File: src/rtl/vg64_pkg.sv
`default_nettype none
// ============================================================================
//  vg64_pkg
//  Shared register offsets, token bit positions and write-record type.
//  Rev 1.0
// ============================================================================
package vg64_pkg;

  localparam logic [1:0] TOKEN_OFS   = 2'd0;
  localparam logic [1:0] LSB_OFS     = 2'd1;
  localparam logic [1:0] MSB_OFS     = 2'd2;
  localparam logic [1:0] OPERAND_OFS = 2'd3;

  localparam int BANK_BIT    = 0;
  localparam int AUTOINC_BIT = 5;
  localparam int RES_BIT     = 6;
  localparam int SCREEN_BIT  = 7;

  localparam int REC_W = 25;

  typedef struct packed {
    logic        bank;
    logic [15:0] addr;
    logic [7:0]  data;
  } wr_rec_t;

  function automatic logic [16:0] rec_sram_addr(input wr_rec_t r);
    return {r.bank, r.addr};
  endfunction

endpackage
`default_nettype wire

File: src/rtl/vg64_sync_fifo.sv
`default_nettype none
// ============================================================================
//  vg64_sync_fifo
//  Show-ahead single-clock FIFO; full-with-pop accepts the push.
//  Rev 1.0
// ============================================================================
module vg64_sync_fifo #(
  parameter int WIDTH = 25,
  parameter int DEPTH = 8
) (
  input  logic                     clk,
  input  logic                     rst_n,
  input  logic                     i_push,
  input  logic [WIDTH-1:0]         i_din,
  input  logic                     i_pop,
  output logic [WIDTH-1:0]         o_dout,
  output logic                     o_empty,
  output logic                     o_full,
  output logic                     o_push_ok,
  output logic [$clog2(DEPTH):0]   o_count
);

  localparam int AW = $clog2(DEPTH);
  localparam logic [AW-1:0] C_PTR_ONE = {{(AW-1){1'b0}}, 1'b1};
  localparam logic [AW:0]   C_CNT_ONE = {{AW{1'b0}}, 1'b1};
  localparam logic [AW:0]   C_DEPTH   = (AW+1)'(DEPTH);

  logic [WIDTH-1:0] r_mem [DEPTH];
  logic [AW-1:0]    r_wr_ptr;
  logic [AW-1:0]    r_rd_ptr;
  logic [AW:0]      r_count;

  logic w_pop_ok;
  logic w_push_ok;

  assign o_empty   = (r_count == '0);
  assign o_full    = (r_count == C_DEPTH);
  assign o_count   = r_count;
  assign o_dout    = r_mem[r_rd_ptr];

  // A pop on an empty FIFO is ignored; a full FIFO still takes a push if it pops.
  assign w_pop_ok  = i_pop & ~o_empty;
  assign w_push_ok = i_push & (~o_full | w_pop_ok);
  assign o_push_ok = w_push_ok;

  always_ff @(posedge clk or negedge rst_n) begin
    if (!rst_n) begin
      for (int i = 0; i < DEPTH; i++) begin
        r_mem[i] <= '0;
      end
      r_wr_ptr <= '0;
      r_rd_ptr <= '0;
      r_count  <= '0;
    end else begin
      if (w_push_ok) begin
        r_mem[r_wr_ptr] <= i_din;
        r_wr_ptr        <= r_wr_ptr + C_PTR_ONE;
      end
      if (w_pop_ok) begin
        r_rd_ptr <= r_rd_ptr + C_PTR_ONE;
      end
      case ({w_push_ok, w_pop_ok})
        2'b10:   r_count <= r_count + C_CNT_ONE;
        2'b01:   r_count <= r_count - C_CNT_ONE;
        default: r_count <= r_count;
      endcase
    end
  end

endmodule
`default_nettype wire

File: src/rtl/c64_write_queue.sv
`default_nettype none
// ============================================================================
//  c64_write_queue
//  Decodes C64 $DE00-$DE03 writes and queues framebuffer write records.
//  Rev 1.0
// ============================================================================
module c64_write_queue
  import vg64_pkg::*;
#(
  parameter logic [15:0] BASE_ADDR   = 16'hDE00,
  parameter int          FIFO_DEPTH  = 8,
  parameter int          SYNC_STAGES = 2
) (
  input  logic                          clk100,
  input  logic                          rst,
  input  logic                          i_64clk,
  input  logic                          i_64rw,
  input  logic [15:0]                   i_64addr,
  input  logic [7:0]                    i_64data,
  output logic [7:0]                    o_token,
  output logic                          o_wr_valid,
  output logic [16:0]                   o_wr_addr,
  output logic [7:0]                    o_wr_data,
  input  logic                          i_wr_ready,
  output logic                          o_full,
  output logic                          o_overflow,
  output logic [$clog2(FIFO_DEPTH):0]   o_count
);

  logic [SYNC_STAGES-1:0] r_sync;
  logic                   r_sn_d;
  logic                   r_cap_rw;
  logic [15:0]            r_cap_addr;
  logic [7:0]             r_cap_data;
  logic [7:0]             r_token;
  logic [15:0]            r_ptr;
  logic                   r_overflow;

  logic                   w_s1;
  logic                   w_sn;
  logic                   w_strobe;
  logic [15:0]            w_delta;
  logic                   w_hit;
  logic                   w_wr_token;
  logic                   w_wr_lsb;
  logic                   w_wr_msb;
  logic                   w_push;
  logic                   w_push_ok;
  logic                   w_empty;
  wr_rec_t                w_push_rec;
  wr_rec_t                w_head_rec;

  assign w_s1     = r_sync[0];
  assign w_sn     = r_sync[SYNC_STAGES-1];
  assign w_strobe = w_sn & ~r_sn_d;

  // Offset relative to the base so any base alignment decodes correctly.
  assign w_delta    = r_cap_addr - BASE_ADDR;
  assign w_hit      = w_strobe & ~r_cap_rw & (w_delta[15:2] == 14'd0);
  assign w_wr_token = w_hit & (w_delta[1:0] == TOKEN_OFS);
  assign w_wr_lsb   = w_hit & (w_delta[1:0] == LSB_OFS);
  assign w_wr_msb   = w_hit & (w_delta[1:0] == MSB_OFS);
  assign w_push     = w_hit & (w_delta[1:0] == OPERAND_OFS);

  assign w_push_rec.bank = r_token[BANK_BIT];
  assign w_push_rec.addr = r_ptr;
  assign w_push_rec.data = r_cap_data;

  always_ff @(posedge clk100 or negedge rst) begin
    if (!rst) begin
      r_sync     <= '0;
      r_sn_d     <= 1'b0;
      r_cap_rw   <= 1'b1;
      r_cap_addr <= '0;
      r_cap_data <= '0;
    end else begin
      r_sync <= {r_sync[SYNC_STAGES-2:0], i_64clk};
      r_sn_d <= w_sn;
      if (w_s1) begin
        r_cap_rw   <= i_64rw;
        r_cap_addr <= i_64addr;
        r_cap_data <= i_64data;
      end
    end
  end

  always_ff @(posedge clk100 or negedge rst) begin
    if (!rst) begin
      r_token    <= '0;
      r_ptr      <= '0;
      r_overflow <= 1'b0;
    end else begin
      if (w_wr_token) begin
        r_token    <= r_cap_data;
        r_overflow <= 1'b0;
      end
      if (w_wr_lsb) begin
        r_ptr[7:0] <= r_cap_data;
      end
      if (w_wr_msb) begin
        r_ptr[15:8] <= r_cap_data;
      end
      // A dropped push neither advances the pointer nor clears the sticky flag.
      if (w_push && w_push_ok && r_token[AUTOINC_BIT]) begin
        r_ptr <= r_ptr + 16'd1;
      end
      if (w_push && !w_push_ok) begin
        r_overflow <= 1'b1;
      end
    end
  end

  vg64_sync_fifo #(
    .WIDTH (REC_W),
    .DEPTH (FIFO_DEPTH)
  ) u_fifo (
    .clk       (clk100),
    .rst_n     (rst),
    .i_push    (w_push),
    .i_din     (w_push_rec),
    .i_pop     (i_wr_ready),
    .o_dout    (w_head_rec),
    .o_empty   (w_empty),
    .o_full    (o_full),
    .o_push_ok (w_push_ok),
    .o_count   (o_count)
  );

  assign o_token    = r_token;
  assign o_wr_valid = ~w_empty;
  assign o_wr_addr  = rec_sram_addr(w_head_rec);
  assign o_wr_data  = w_head_rec.data;
  assign o_overflow = r_overflow;

endmodule
`default_nettype wire

File: config.mk
export PLATFORM = sky130hd
export DESIGN_NAME = c64_write_queue
export DESIGN_NICKNAME = d
export VERILOG_FILES = /design/src/rtl/vg64_pkg.sv /design/src/rtl/vg64_sync_fifo.sv /design/src/rtl/c64_write_queue.sv
export SDC_FILE = /design/constraint.sdc
export NUM_CORES = 1
export LEC_CHECK = 0
export CAP_MARGIN = 20
export CORE_MARGIN = 5
export CORE_UTILIZATION = 54
export DETAILED_ROUTE_END_ITERATION = 12
export PLACE_DENSITY = 0.87
export SKIP_LAST_GASP = 1
export SLEW_MARGIN = 25
export SYNTH_ARGS = -nofsm -noshare
export SYNTH_HDL_FRONTEND = slang
export SYNTH_SLANG_ARGS = --single-unit
File: constraint.sdc
create_clock -name clk100 -period 2.8 [get_ports clk100]
set_input_delay 0.84 -clock clk100 [delete_from_list [all_inputs] [get_ports clk100]]
set_output_delay 0.84 -clock clk100 [all_outputs]
set_load 0.05 [all_outputs]
==> run metrics <==
top_reg_cell synth sky130_fd_sc_hd__dfrtp_1; Detail Placement HPWL 16400 um; sequential cell area fraction in the yosys report about 54%; met3 wirelength from detailed routing ~1200 um; fin nets 933; Placer Congestion about 0.86; Synth Area in XOR/XNOR 0.504%; cell internal pwr between 6000 and 7000 uW; die boundary width between 150 and 200 um; amount of wire on met2 after detailed routing between 10000 and 15000 um; aggregate global-route resource usage 20.6%; relative contribution of sequential cells to total power 43.8%; count of placed standard cells including taps between 1000 and 1500; Metal-1 WL 11000 um; PwrDens roughly 650 nW/um2; clock insertion delay at the later pin of the skew report 530 ps; starting DRC count in detailed routing just over 500; clock tree from TritonCTS yes; number of design rule violations left after detail routing 0; number of antenna violations at the first check in global routing 0; Max-slew headroom around 64%; share of final-layout standard cells stronger than drive strength 1 between 40% and 50%; count of H-tree levels built during CTS 1; worst supply voltage drop on vdd 466 uV; root buffer selected by CTS sky130_fd_sc_hd__clkbuf_16; height of the die between 150 and 200 um; vias in the first global route roughly 7700; Syn Inst Count around 830; critical-path cell with the highest stage delay sky130_fd_sc_hd__mux4_2; worst setup margin -315 ps; synthesized cell area around 12000 um2; violated checks setup timing; cell depth of the worst flop-to-flop path 9; Remaining Overflow, GRT 0; utilization of the core after routing roughly 65%; hold-fix buffer count after cts 0; Sw Pwr approximately 2500 uW; actual transition at the worst max-transition pin 531 ps; antenna-violating nets left 0; Synth Warn # 0; Async SR Flop Fraction between 90% and 100%; standard-cell rows 54; syn nets about 860; CTS Sinks ~260; Worst R2R End u_fifo.r_mem[79]$_DFFE_PN0P_; post-layout instance count excluding filler cells between 1000 and 1500; vias between 7000 and 8000; setup repair after global routing missed its margin true; Reg2Reg Setup Slack 190 ps; area fraction in compound gates after synthesis under 10%; result of the run complete, but fails checks; register bit count reported by yosys 263; detail-routed net length per standard cell between 20 and 25 um; combinational family with the most area after synthesis multiplexers; critical path, cell by cell buf_12 -> mux4_2 -> mux2_2 -> buf_4; number of clock buffers inserted by TritonCTS 26; max incr delay on CP ~540 ps; Gate power share 18.6%; worst clock skew on the final layout 11.7 ps; area leader, netlist sky130_fd_sc_hd__dfrtp_1; number of buffers on the longest clock path 3; crit path buf inv count 2; setup violators final 25; post-synthesis area per instance 14.7 um2; total I/O pin count 69; mux contribution to synthesized area between 30 and 40%; Area Growth Syn to Fin 17.2%; count of pins over their slew limit 0; die footprint ~26000 um2; initial standard-cell utilization of the core between 50% and 60%; element type at the critical path start register; simple-gate area share of the yosys netlist under 10%; global-route wire length before repair 42800 um; switching part of the total power between 20% and 30%; family of cells with the greatest summed delay on the critical path multiplexers; critical path capture point type output port; Static Leak around 0.0067 uW; Reg clk slew, reported paths 60 ps; uppermost signal routing layer after detailed routing met4; critical-path maximum fanout 18; type of the worst setup path reg -> out; number of buffers inserted by port buffering around 70; maximum capacitance violations 0; WL final about 26000 um; portion of total power attributed to the clock network approximately 38%; min-delay worst type in -> async; number of enable-type register cells in the synthesized netlist 0; final critical delay including setup and external delays 3110 ps; largest net degree at the start of global routing 79; main area contributors after synthesis sky130_fd_sc_hd__dfrtp_1, sky130_fd_sc_hd__mux2_2, sky130_fd_sc_hd__mux4_2; number of search-and-repair iterations in the first detailed-routing pass 4; launching point of the worst reg2reg path r_cap_addr[9]$_DFFE_PN0P_; final clock period utilization by the worst path 111%; post-synth top area share ~54%; number of hold violations in the final report 0; adder-cell share of the synthesized area less than 1%; vias per inst 6.12; critical path data arrival time between 2000 and 2500 ps; core area around 22000 um2; antenna fix cells 0; leading cell type in the layout, fill and taps excluded sky130_fd_sc_hd__dfrtp_1; critical path required time just under 2000 ps; Synth cell types 54; highest clock frequency the design can meet between 300 and 400 MHz; most used cells in the layout excluding fill and tap cells sky130_fd_sc_hd__dfrtp_1, sky130_fd_sc_hd__mux2_2, sky130_fd_sc_hd__mux4_2
[cells in the mapped netlist, types with 4 or more instances]
cell and n:
sky130_fd_sc_hd__o22ai_1 8, sky130_fd_sc_hd__ha_1 6, sky130_fd_sc_hd__and3_1 4, sky130_fd_sc_hd__inv_1 9, sky130_fd_sc_hd__nor2_1 18, sky130_fd_sc_hd__a21oi_1 18
sky130_fd_sc_hd__nor3_4 4, sky130_fd_sc_hd__nand3_1 21, sky130_fd_sc_hd__xnor2_1 7, sky130_fd_sc_hd__buf_6 14, sky130_fd_sc_hd__clkbuf_1 41, sky130_fd_sc_hd__mux2_2 251
sky130_fd_sc_hd__buf_1 6, sky130_fd_sc_hd__mux4_2 50, sky130_fd_sc_hd__nand4_1 9, sky130_fd_sc_hd__o21ai_0 16, sky130_fd_sc_hd__buf_2 4, sky130_fd_sc_hd__dfrtp_1 262
sky130_fd_sc_hd__nand2_1 24, sky130_fd_sc_hd__nor3_1 7
[power by group through the flow]
stage	registers (uW)	logic, uW	clock network (uW)
5_1_grt	4070	1860	3710
4_1_cts	4050	1780	3550
3_3_place_gp	4110	1630	0
6_report	4060	1730	3480
3_5_place_dp	4120	1650	0
2_1_floorplan	4130	1010	0
[sequential cells by signal (all words and copies together) (netlist names)]
register and cells:
r_cap_rw 1, r_cap_addr 16, u_fifo.r_mem 200, u_fifo.r_rd_ptr 3
u_fifo.o_count 4, u_fifo.r_wr_ptr 3, r_cap_data 8, o_token 8
r_ptr 16, o_overflow 1, r_sn_d 1, r_sync 2
[cell type report]
class | instances | area (um2)
multi-input cells | 488 | 5220
well taps | 280 | 350
inverters | 9 | 37.5
clock buffers | 37 | 763
clock inverters | 9 | 100
repair buffers | 109 | 1180
flip-flops and latches | 263 | 6590
fillers | 1550 | 7780
[layer usage]
layer / GRT usage, % / vias to the layer above
li1: - / 3209
met1: 27.6 / 3833
met2: 35.0 / 199
met4: 6.14 / 0
met5: 0 / -
met3: 3.22 / 71
[worst max-delay path by stage]
stage                                              start                            end  slack (ps)  depth (start not counted)
after floorplan               r_cap_addr[10]$_DFFE_PN0P_  u_fifo.o_count[3]$_DFFE_PN0P_          40                         11
after global routing      u_fifo.r_rd_ptr[0]$_DFFE_PN0P_                   o_wr_data[4]        -380                          4
after detailed placement                      i_wr_ready  u_fifo.o_count[3]$_DFFE_PN0P_          60                          9
after CTS                 u_fifo.r_rd_ptr[0]$_DFFE_PN0P_                   o_wr_data[5]        -340                          4
after global placement                        i_wr_ready  u_fifo.o_count[3]$_DFFE_PN0P_         130                          9
final                     u_fifo.r_rd_ptr[0]$_DFFE_PN0P_                   o_wr_data[4]        -310                          4
[stage by stage]
step	power [uW]	TNS (ps)	area, um2	hold WS, ps	worst slack [ps]
3_3_place_gp	5740	0	13300	379	133
2_1_floorplan	5140	0	12200	352	36.1
4_1_cts	9380	-7660	14200	222	-338
6_report	9270	-6590	14200	223	-315
3_5_place_dp	5770	0	13300	385	63.4
5_1_grt	9640	-8240	14200	243	-377
[cell families after synthesis]
family          after synthesis
mux                         305
flops                       263
simple gates                111
buf+inv                      76
compound gates               58
xor+xnor                      7
fa+ha+maj                     7
[what timing repair did]
action | 4_1_cts | 5_1_grt
resized for setup | 12 | 10
setup buffers | 3 | 0
cloned | 1 | 0
endpoints found under the setup margin | 27 | 120
pin swaps | 0 | 3
(Power assumes the default switching activity.)
==> RTL edit: new RTL, same settings <==
`FIFO_DEPTH`: 8 -> 16.
--- a/src/rtl/c64_write_queue.sv
+++ b/src/rtl/c64_write_queue.sv
@@ -10,3 +10,3 @@
   parameter logic [15:0] BASE_ADDR   = 16'hDE00,
-  parameter int          FIFO_DEPTH  = 8,
+  parameter int          FIFO_DEPTH  = 16,
   parameter int          SYNC_STAGES = 2
Ports: changed (resized o_count); port bits go from 69 to 70. The function was not compared with the original's and may differ.
==> RTL edit against the original RTL <==
  * The flow still finishes with violations (setup timing)
  * Sequential cell count increased by 203
  * Routed wire length increased by 100%
  * Total power increased by 84%
  * Setup slack got worse by 0.33 ns
  * Synthesized area increased by 86%
  * Maximum frequency decreased by 9.6%
  * Global-route usage increased by 3.0 points
  * Final area increased by 83%
  * Non-clock buffer count increased by 87
==> RTL edit: results (changes against the original RTL) <==
* Multiplexer area fraction after synthesis at 36.67% (was 32.86%)
* R2R Path End: u_fifo.o_count[4] (was u_fifo.r_mem[79])
* Hold Crit Class: in -> async (unchanged)
* Routed met2 length at 25980 um (was 13240 um)
* DR vias/cell at 6.213 (was 6.119)
* Synth Area in Adders at 0.6967% (was 0.7824%)
* Mapped Nets at 1420 (was 863)
* Top post-synthesis cells by area: dfrtp_1 (51%), mux2_2 (13%), mux4_2 (12%) (was dfrtp_1 (54%), mux2_2 (23%), mux4_2 (9.3%))
* Setup WS pre-CTS at -0.3966 ns (was 0.06335 ns)
* Met3 wire length at 3061 um (was 1173 um)
* Final Non-Filler Cells at 2065 (was 1195)
* Reg2Reg Depth at 13 (was 9)
* Placed cell count at 1968 (was 1146)
* Register area share after synthesis at 51.54% (was 54.16%)
* Pin count of the biggest net entering global routing at 66 (was 79)
* GR Util met3 at 3.715% (was 3.222%)
* Met1 wire length at 22400 um (was 11010 um)
* Status: finished, violations left (unchanged)
* Mean Syn Cell Area at 16.41 um2 (was 14.70 um2)
* Most instantiated cells after synthesis: dfrtp_1 (465), mux2_2 (261), mux2_4 (160) (was dfrtp_1 (262), mux2_2 (251), mux4_2 (50))
* CP arrival at 2.61 ns (was 2.27 ns)
* CTS root buffer: clkbuf_16 (unchanged)
* Slowest stage delay, CP at 0.52 ns (was 0.54 ns)
* Placed wire-length estimate at 34350 um (was 16360 um)
* Synth Area in XOR/XNOR at 0.3871% (was 0.5044%)
* Clock skew at 0.01291 ns (was 0.01174 ns)
* Biggest regs: u_fifo.r_mem x400, r_cap_addr x16, r_ptr x16 (was u_fifo.r_mem x200, r_cap_addr x16, r_ptr x16)
* Final setup viols at 25 (unchanged)
* I/O Buffers at 69 (was 68)
* CTS Buf Count at 48 (was 26)
* Share of layout cells above drive strength 1 at 53.67% (was 47.32%)
* Ant. Diodes at 0 (unchanged)
* Maximum VDD drop at 611.2 uV (was 465.8 uV)
* Distinct cells, synth at 74 (was 54)
* CP Max Fanout at 12 (was 18)
* M2 GR Usage at 37.86% (was 35.05%)
* Wire per inst at 25.96 um (was 22.01 um)
* Int Pwr at 12380 uW (was 6776 uW)
* Vias in the first global route at 14240 (was 7691)
* Logic pwr share at 21.4% (was 18.6%)
* Total Routing Usage GR at 23.57% (was 20.56%)
* Leakage power at 0.01215 uW (was 0.006720 uW)
* Top Metal Used: met4 (unchanged)
* R2R setup slack at 0.01 ns (was 0.19 ns)
* GPL Wtd Cong at 0.8899 (was 0.8602)
* Failing checks: setup timing (unchanged)
* Clock Latency Late Sink at 0.58 ns (was 0.53 ns)
* Slew @ Worst Pin at 0.8036 ns (was 0.5309 ns)
* R2R Path Start: r_cap_addr[10] (was r_cap_addr[9])
* Iteration-0 DRC count of the detailed router at 982 (was 503)
* Synth Area in Compound Gates at 1.858% (was 2.872%)
* DRT Pass-1 Iters at 5 (was 4)
* Final nets at 1531 (was 933)
* Setup WS post-layout at -0.6470 ns (was -0.3147 ns)
* Share of power burned in registers at 41.3% (was 43.8%)
[RTL edit: cell count changes after synthesis, sizes merged, moves of 8 or more]
cell	delta
mux2	+177
dfrtp	+203
buf	+45
a211oi	+8
o22ai	-8
a21oi	-11
and3	+13
bufbuf	+8
mux4	+75
clkbuf	+8
[RTL edit: cell type report]
class                           count  area, um2
Fill cell                        2902      15650
Sequential cell                   466      11670
Multi-Input combinational cell    764       9852
Timing Repair Buffer              196       2208
Clock buffer                       76       1428
Tap cell                          539      674.4
Clock inverter                     10      127.6
Inverter                           14      52.55
[RTL edit: worst max-delay path by stage]
stage / start / end / slack (ns) / cells past startpoint
floorplan: u_fifo.o_count[2] / u_fifo.o_count[4] / -0.09 / 12
global placement: i_wr_ready / u_fifo.o_count[4] / -0.31 / 12
detailed placement: i_wr_ready / u_fifo.o_count[4] / -0.40 / 12
CTS: u_fifo.r_rd_ptr[0] / o_wr_addr[8] / -0.69 / 5
global route: u_fifo.r_rd_ptr[0] / o_wr_addr[8] / -0.71 / 5
finish: u_fifo.r_rd_ptr[0] / o_wr_addr[5] / -0.65 / 5
[RTL edit: critical path: cells and delay by family (launching register included)]
kind | cells | cell delay, ns
multiplexers | 2 | 1.02
flip-flops | 1 | 0.44
buffers and inverters | 3 | 0.55
[RTL edit: through the flow]
step                hold slack [ns]  power [uW]  TNS [ns]  utilization, %  cell area, um2
finish                       0.2025       17080    -15.43           62.44           26020
global route                 0.2180       17700    -17.09           62.44           26020
CTS                          0.1956       17170    -16.34           62.29           25950
detailed placement           0.3828       10670    -21.46           58.14           24220
global placement             0.3713       10610    -13.67           58.14           24220
floorplan                    0.3591        9107   -0.1260               -           22690
[RTL edit: what timing repair did]
action,in CTS,in global routing
buffers inserted,8,3
pin swaps,12,4
setup endpoints to repair,330,64
resized for setup,26,10
